## src/rtl/npu_pkg.sv

```systemverilog
// Shared constants, FSM state type and window geometry helpers for the NPU
// image-RAM readers.
package npu_pkg;

    localparam int PIX_W   = 8;
    localparam int KERNEL  = 3;
    localparam int WIN_PIX = KERNEL * KERNEL;
    localparam int WIN_W   = WIN_PIX * PIX_W;

    localparam int POS_W = 5;
    localparam int K_W   = 3;
    localparam int P_W   = 4;

    localparam logic [K_W-1:0] K_LAST = 3'd4;

    typedef enum logic [1:0] {
        IDLE  = 2'd0,
        FETCH = 2'd1,
        HOLD  = 2'd2
    } state_e;

    // Window pixel index p = 3*dr + dc, split back into its row/column offsets.
    function automatic logic [1:0] pix_dr(input logic [P_W-1:0] p);
        logic [1:0] dr;
        case (p)
            4'd0, 4'd1, 4'd2: dr = 2'd0;
            4'd3, 4'd4, 4'd5: dr = 2'd1;
            default:          dr = 2'd2;
        endcase
        return dr;
    endfunction

    function automatic logic [1:0] pix_dc(input logic [P_W-1:0] p);
        logic [1:0] dc;
        case (p)
            4'd0, 4'd3, 4'd6: dc = 2'd0;
            4'd1, 4'd4, 4'd7: dc = 2'd1;
            default:          dc = 2'd2;
        endcase
        return dc;
    endfunction

endpackage

```

## src/rtl/win_addr_gen.sv

```systemverilog
// Maps a window position and fetch step to the two RAM read addresses.
// Step k fetches pixels 2k and 2k+1; the final step repeats pixel 8 on port 2.
module win_addr_gen
    import npu_pkg::*;
#(
    parameter int COLS   = 28,
    parameter int ADDR_W = 10
) (
    input  logic              en_i,
    input  logic [POS_W-1:0]  row_i,
    input  logic [POS_W-1:0]  col_i,
    input  logic [K_W-1:0]    k_i,
    output logic [ADDR_W-1:0] addr1_o,
    output logic [ADDR_W-1:0] addr2_o
);

    logic [P_W-1:0] p1;
    logic [P_W-1:0] p2;

    function automatic logic [ADDR_W-1:0] pix_addr(
        input logic [POS_W-1:0] row,
        input logic [POS_W-1:0] col,
        input logic [P_W-1:0]   p
    );
        logic [ADDR_W-1:0] r_abs;
        logic [ADDR_W-1:0] c_abs;
        r_abs = ADDR_W'(row) + ADDR_W'(pix_dr(p));
        c_abs = ADDR_W'(col) + ADDR_W'(pix_dc(p));
        return r_abs * ADDR_W'(COLS) + c_abs;
    endfunction

    always_comb begin
        p1 = {k_i, 1'b0};
        p2 = (k_i == K_LAST) ? p1 : p1 + 4'd1;
    end

    assign addr1_o = en_i ? pix_addr(row_i, col_i, p1) : '0;
    assign addr2_o = en_i ? pix_addr(row_i, col_i, p2) : '0;

endmodule

```

## src/rtl/conv_window_reader.sv

```systemverilog
// Sweeps every 3x3 stride-1 window of the image RAM in raster order and
// streams each one as a 72-bit word over valid/ready.
//
// state | meaning
// IDLE  | waiting for start; read addresses parked at 0
// FETCH | k = 0..4, two pixels per cycle captured into the window register
// HOLD  | window presented with win_valid=1 until the consumer accepts it
module conv_window_reader
    import npu_pkg::*;
#(
    parameter int ROWS   = 28,
    parameter int COLS   = 28,
    parameter int ADDR_W = 10
) (
    input  logic              clk,
    input  logic              rst,
    input  logic              start,
    output logic [ADDR_W-1:0] rd_addr1,
    output logic [ADDR_W-1:0] rd_addr2,
    input  logic [PIX_W-1:0]  data_in1,
    input  logic [PIX_W-1:0]  data_in2,
    output logic [WIN_W-1:0]  win_data,
    output logic              win_valid,
    input  logic              win_ready,
    output logic [POS_W-1:0]  out_row,
    output logic [POS_W-1:0]  out_col,
    output logic              busy,
    output logic              done
);

    localparam logic [POS_W-1:0] ROW_LAST = POS_W'(ROWS - KERNEL);
    localparam logic [POS_W-1:0] COL_LAST = POS_W'(COLS - KERNEL);

    state_e             state_q;
    logic [POS_W-1:0]   row_q;
    logic [POS_W-1:0]   col_q;
    logic [K_W-1:0]     k_q;
    logic [WIN_W-1:0]   win_q;
    logic               valid_q;
    logic               busy_q;
    logic               done_q;

    logic [POS_W-1:0]   row_d;
    logic [POS_W-1:0]   col_d;
    logic               last_win;

    always_comb begin
        row_d    = row_q;
        col_d    = col_q + 5'd1;
        last_win = (row_q == ROW_LAST) && (col_q == COL_LAST);
        if (col_q == COL_LAST) begin
            col_d = '0;
            row_d = row_q + 5'd1;
        end
    end

    always_ff @(posedge clk) begin
        if (!rst) begin
            state_q <= IDLE;
            row_q   <= '0;
            col_q   <= '0;
            k_q     <= '0;
            win_q   <= '0;
            valid_q <= 1'b0;
            busy_q  <= 1'b0;
            done_q  <= 1'b0;
        end else begin
            done_q <= 1'b0;
            case (state_q)
                IDLE: begin
                    if (start) begin
                        state_q <= FETCH;
                        row_q   <= '0;
                        col_q   <= '0;
                        k_q     <= '0;
                        busy_q  <= 1'b1;
                    end
                end
                FETCH: begin
                    // Port 2 data on the last step is a repeat of pixel 8 and is dropped.
                    case (k_q)
                        3'd0: begin
                            win_q[0*PIX_W +: PIX_W] <= data_in1;
                            win_q[1*PIX_W +: PIX_W] <= data_in2;
                        end
                        3'd1: begin
                            win_q[2*PIX_W +: PIX_W] <= data_in1;
                            win_q[3*PIX_W +: PIX_W] <= data_in2;
                        end
                        3'd2: begin
                            win_q[4*PIX_W +: PIX_W] <= data_in1;
                            win_q[5*PIX_W +: PIX_W] <= data_in2;
                        end
                        3'd3: begin
                            win_q[6*PIX_W +: PIX_W] <= data_in1;
                            win_q[7*PIX_W +: PIX_W] <= data_in2;
                        end
                        3'd4: begin
                            win_q[8*PIX_W +: PIX_W] <= data_in1;
                        end
                        default: ;
                    endcase
                    if (k_q == K_LAST) begin
                        state_q <= HOLD;
                        k_q     <= '0;
                        valid_q <= 1'b1;
                    end else begin
                        k_q <= k_q + 3'd1;
                    end
                end
                HOLD: begin
                    if (win_ready) begin
                        valid_q <= 1'b0;
                        if (last_win) begin
                            state_q <= IDLE;
                            row_q   <= '0;
                            col_q   <= '0;
                            busy_q  <= 1'b0;
                            done_q  <= 1'b1;
                        end else begin
                            state_q <= FETCH;
                            row_q   <= row_d;
                            col_q   <= col_d;
                            k_q     <= '0;
                        end
                    end
                end
                default: begin
                    state_q <= IDLE;
                    valid_q <= 1'b0;
                    busy_q  <= 1'b0;
                end
            endcase
        end
    end

    win_addr_gen #(
        .COLS   (COLS),
        .ADDR_W (ADDR_W)
    ) u_addr_gen (
        .en_i    (state_q == FETCH),
        .row_i   (row_q),
        .col_i   (col_q),
        .k_i     (k_q),
        .addr1_o (rd_addr1),
        .addr2_o (rd_addr2)
    );

    assign win_data  = win_q;
    assign win_valid = valid_q;
    assign out_row   = row_q;
    assign out_col   = col_q;
    assign busy      = busy_q;
    assign done      = done_q;

endmodule

```

## config.mk

```make
export PLATFORM = sky130hd
export DESIGN_NAME = conv_window_reader
export DESIGN_NICKNAME = d
export VERILOG_FILES = /design/src/rtl/npu_pkg.sv /design/src/rtl/win_addr_gen.sv /design/src/rtl/conv_window_reader.sv
export SDC_FILE = /design/constraint.sdc
export NUM_CORES = 1
export LEC_CHECK = 0
export BUFFER_PORTS_ARGS = -buffer_cell sky130_fd_sc_hd__buf_2
export CAP_MARGIN = 10
export CORE_MARGIN = 5
export CORE_UTILIZATION = 59
export CTS_CLUSTER_DIAMETER = 100
export DETAILED_ROUTE_END_ITERATION = 8
export PLACE_DENSITY = 0.87
export SLEW_MARGIN = 20
export SYNTH_ARGS = -nofsm -noshare
export SYNTH_HDL_FRONTEND = slang
export SYNTH_SLANG_ARGS = --single-unit
```

## constraint.sdc

```tcl
create_clock -name clk -period 8.51 [get_ports clk]
set_clock_uncertainty 0.05 [all_clocks]
set_input_delay 0.851 -clock clk [delete_from_list [all_inputs] [get_ports clk]]
set_output_delay 0.851 -clock clk [all_outputs]
set_load 0.02 [all_outputs]
```

==> flow_metrics.env <==
export IMPL_status="finished, final reports clean"
export IMPL_num_vias=4736
export IMPL_worstMarginPinSlew_ns=0.808
export IMPL_routedWlPerCell_um=15.6
export IMPL_worstPathMaxFanout=6
export IMPL_critPathCaptureType="output port"
export IMPL_avgSynthCellArea_um2=8.34
export IMPL_finalSetupTns_ns=0
export IMPL_grt_overflow=0
export IMPL_drive_gt1_share_pct=19.9
export IMPL_switching_share_pct=28.4
export IMPL_grt_max_degree=86
export IMPL_async_flop_share_pct=0
export IMPL_powerDensity_nw_per_um2=139
export IMPL_synth_distinct_cells=47
export IMPL_insertedDiodeCount=0
export IMPL_die_h_um=105
export IMPL_crit_required_ns=7.61
export IMPL_cts_max_level=3
export IMPL_combPwrFrac_pct=11.6
export IMPL_antenna_found_initial=0
export IMPL_drtIter0Drc=262
export IMPL_grt_pass1_vias=4793
export IMPL_fin_nets=818
export IMPL_hold_buffers=0
export IMPL_drcViolationCount=0
export IMPL_clkLatencyLatePin_ns=0.37
export IMPL_hold_class="reg2reg"
export IMPL_drtPass1Iterations=5
export IMPL_path_cells="inv_1 > ha_1 > o21ai_0 > ha_1 > a21o_1 > nand2_1 > xor2_1 > inv_1 > fa_1 > fa_1 > ha_1 > nand3b_1 > a21oi_1 > a32o_1 > nand2_1 > buf_2"
export IMPL_area_growth_pct=15.8
export IMPL_min_period_ns=5.85
export IMPL_maxSlewViolCount=0
export IMPL_final_common_cell="nand2_1"
export IMPL_grt_pass1_wl_um=22200
export IMPL_hp_start="win_data[25]"
export IMPL_p_seq_share_pct=51.2
export IMPL_wirelength_um=13400
export IMPL_maxSlewHeadroom_pct=46.1
export IMPL_grtUsageTotal_pct=24.0
export IMPL_postCtsResizedCells=0
export IMPL_drt_vias_per_instance=5.54
export IMPL_initial_core_util_pct=60.6
export IMPL_clkPwrFrac_pct=37.2
export IMPL_finalSetupViolations=0
export IMPL_ys_warnings_count=0
export IMPL_ys_ff_latch=90
export IMPL_ioPinCount=125
export IMPL_clk_path_buf_depth=2
export IMPL_port_buffers=124
export IMPL_clock_sinks=90
export IMPL_routabilityCongestion=0.897
export IMPL_cts_buffers=9
export IMPL_power_leakage_nw=2.98
export IMPL_critical_path_class="reg2out"
export IMPL_layout_common_cells="nand2_1, buf_2, dfxtp_1"
export IMPL_start_kind="register"
export IMPL_fillers=679
export IMPL_ys_seq_area_share_pct=33.9
export IMPL_dp_cells=839
export IMPL_placementRows=34
export IMPL_netlist_area_um2=5310
export IMPL_core_area_um2=8760
export IMPL_fin_cells=855
export IMPL_hold_viol=0
export IMPL_cts_clk_slew_worst_paths_ns=0.11
export IMPL_r2r_start="state_q[1]"
export IMPL_critPathArrivalTime_ns=4.95
export IMPL_ff2ff_path_depth=5
export IMPL_die_area_um2=11000
export IMPL_hold_slack_ns=0.405
export IMPL_r2r_end="win_data[44]"
export IMPL_synth_nets=713
export IMPL_reg2reg_slack_ns=6.09
export IMPL_cts_root_buf="clkbuf_8"
export IMPL_cpPeakStageDelay_ns=0.55
export IMPL_synth_edf_count=0
export IMPL_whs_path_depth=2
export IMPL_fp_dieW_um=105
export IMPL_post_cts_buffers=0
export IMPL_cap_violations=0
export IMPL_switchingPower_mw=0.242
export IMPL_rsz0062_at_grt="no"
export IMPL_synth_flop_cell="dfxtp_1"
export IMPL_fin_crit_sh_pct=68.7
export IMPL_min_to="win_data[25]"
export IMPL_place_hpwl_um=10200
export IMPL_drtAntennaViolNets=0
export IMPL_cts_tree="built"
export IMPL_synth_cells=637
export IMPL_cpMostUsedCell="ha_1"
export IMPL_peakVddDrop_mv=0.110
export IMPL_slowest_stage="fa_1"
export IMPL_fmax_ghz=0.171
export IMPL_internal_power_mw=0.610
-- cells by family (layout without fill, tap and decap cells) --
group | count (synthesis) | after routing | synth area share [%]
fa+ha+maj | 56 | 56 | 15.2
xor+xnor | 37 | 37 | 6.10
simple gates | 262 | 262 | 22.1
buf+inv | 55 | 165 | 4.38
compound gates | 137 | 137 | 18.3
flops | 90 | 90 | 33.9
-- state kept, by name, indices dropped and copies added, names as in the netlist --
name	flops
out_col	5
state_q	2
busy	1
win_data	72
out_row	5
k_q	3
win_valid	1
done	1
-- through the flow --
step                setup WS, ns  power [mW]  util, %  instance area [um2]
detailed placement          3.14       0.545     67.7                 5930
CTS                         2.68       0.857     70.2                 6150
global placement            3.34       0.542     67.7                 5930
finish                      2.66       0.852     70.2                 6150
floorplan                   3.52       0.512        -                 5310
global route                2.36       0.885     70.2                 6150
-- layer usage --
metal / track usage, % / vias to the layer above / wire (um)
met5: 0 / - / 0
met4: 9.22 / 0 / 369
met3: 4.93 / 36 / 820
met2: 43.3 / 166 / 6830
met1: 27.7 / 2218 / 5340
li1: - / 2316 / -
-- power by group through the flow --
stage	clock network (mW)	registers, mW	logic, mW
after floorplan	0	0.454	0.0583
after global placement	0	0.445	0.0962
after detailed placement	0	0.446	0.0984
after CTS	0.322	0.436	0.0990
after global routing	0.338	0.438	0.109
final	0.317	0.436	0.0988
-- critical path, delay by kind of cell, from the launching register on --
family / cells / cell delay (ns)
AO/OA/AOI/OAI: 4 / 1.06
XOR/XNOR: 1 / 0.41
adder cells (fa/ha/maj): 5 / 1.98
buffers and inverters: 3 / 0.43
flip-flops: 1 / 0.46
AND/OR/NAND/NOR: 3 / 0.25
-- cell type report --
cell class / count / area [um2] / area share [%]
Clock buffer: 9 / 124 / 2.01
Clock inverter: 7 / 95.1 / 1.55
Tap cell: 108 / 135 / 2.20
Timing Repair Buffer: 125 / 628 / 10.2
Sequential cell: 90 / 1800 / 29.3
Multi-Input combinational cell: 492 / 3280 / 53.3
Inverter: 24 / 90.1 / 1.46
-- how the worst max path moves through the flow --
stage | start | endpoint | slack, ns | cells after the start
floorplan | k_q[0] | rd_addr1[8] | 3.52 | 15
global placement | k_q[0] | rd_addr1[9] | 3.34 | 16
detailed placement | k_q[0] | rd_addr1[9] | 3.14 | 16
CTS | k_q[0] | rd_addr1[9] | 2.68 | 16
global route | k_q[0] | rd_addr1[9] | 2.36 | 16
finish | k_q[0] | rd_addr1[9] | 2.66 | 16
-- synthesized netlist by cell type (2+ instances only) --
cell type	count	share of area (%)
xor2_1	18	3.0
a21o_1	14	2.0
clkbuf_1	14	0.99
nand4_1	4	0.47
nand3b_1	2	0.28
fa_1	14	5.3
nand3_1	8	0.75
xnor2_1	19	3.1
nor2_1	38	2.7
nor4_1	2	0.24
o2111ai_1	2	0.33
or3_1	2	0.24
nand2_1	164	12
nor2b_1	12	1.4
buf_4	2	0.28
o21ai_0	6	0.57
nand2b_1	3	0.35
and3b_1	2	0.33
and3_1	4	0.47
dfxtp_1	90	34
a21boi_1	18	2.5
inv_1	24	1.7
a32o_1	2	0.38
and2_1	11	1.3
a21oi_1	27	2.5
o21a_1	4	0.57
a21boi_0	56	7.9
ha_1	42	9.9
buf_2	15	1.4
Note: power is estimated with default switching activity, not from simulation.
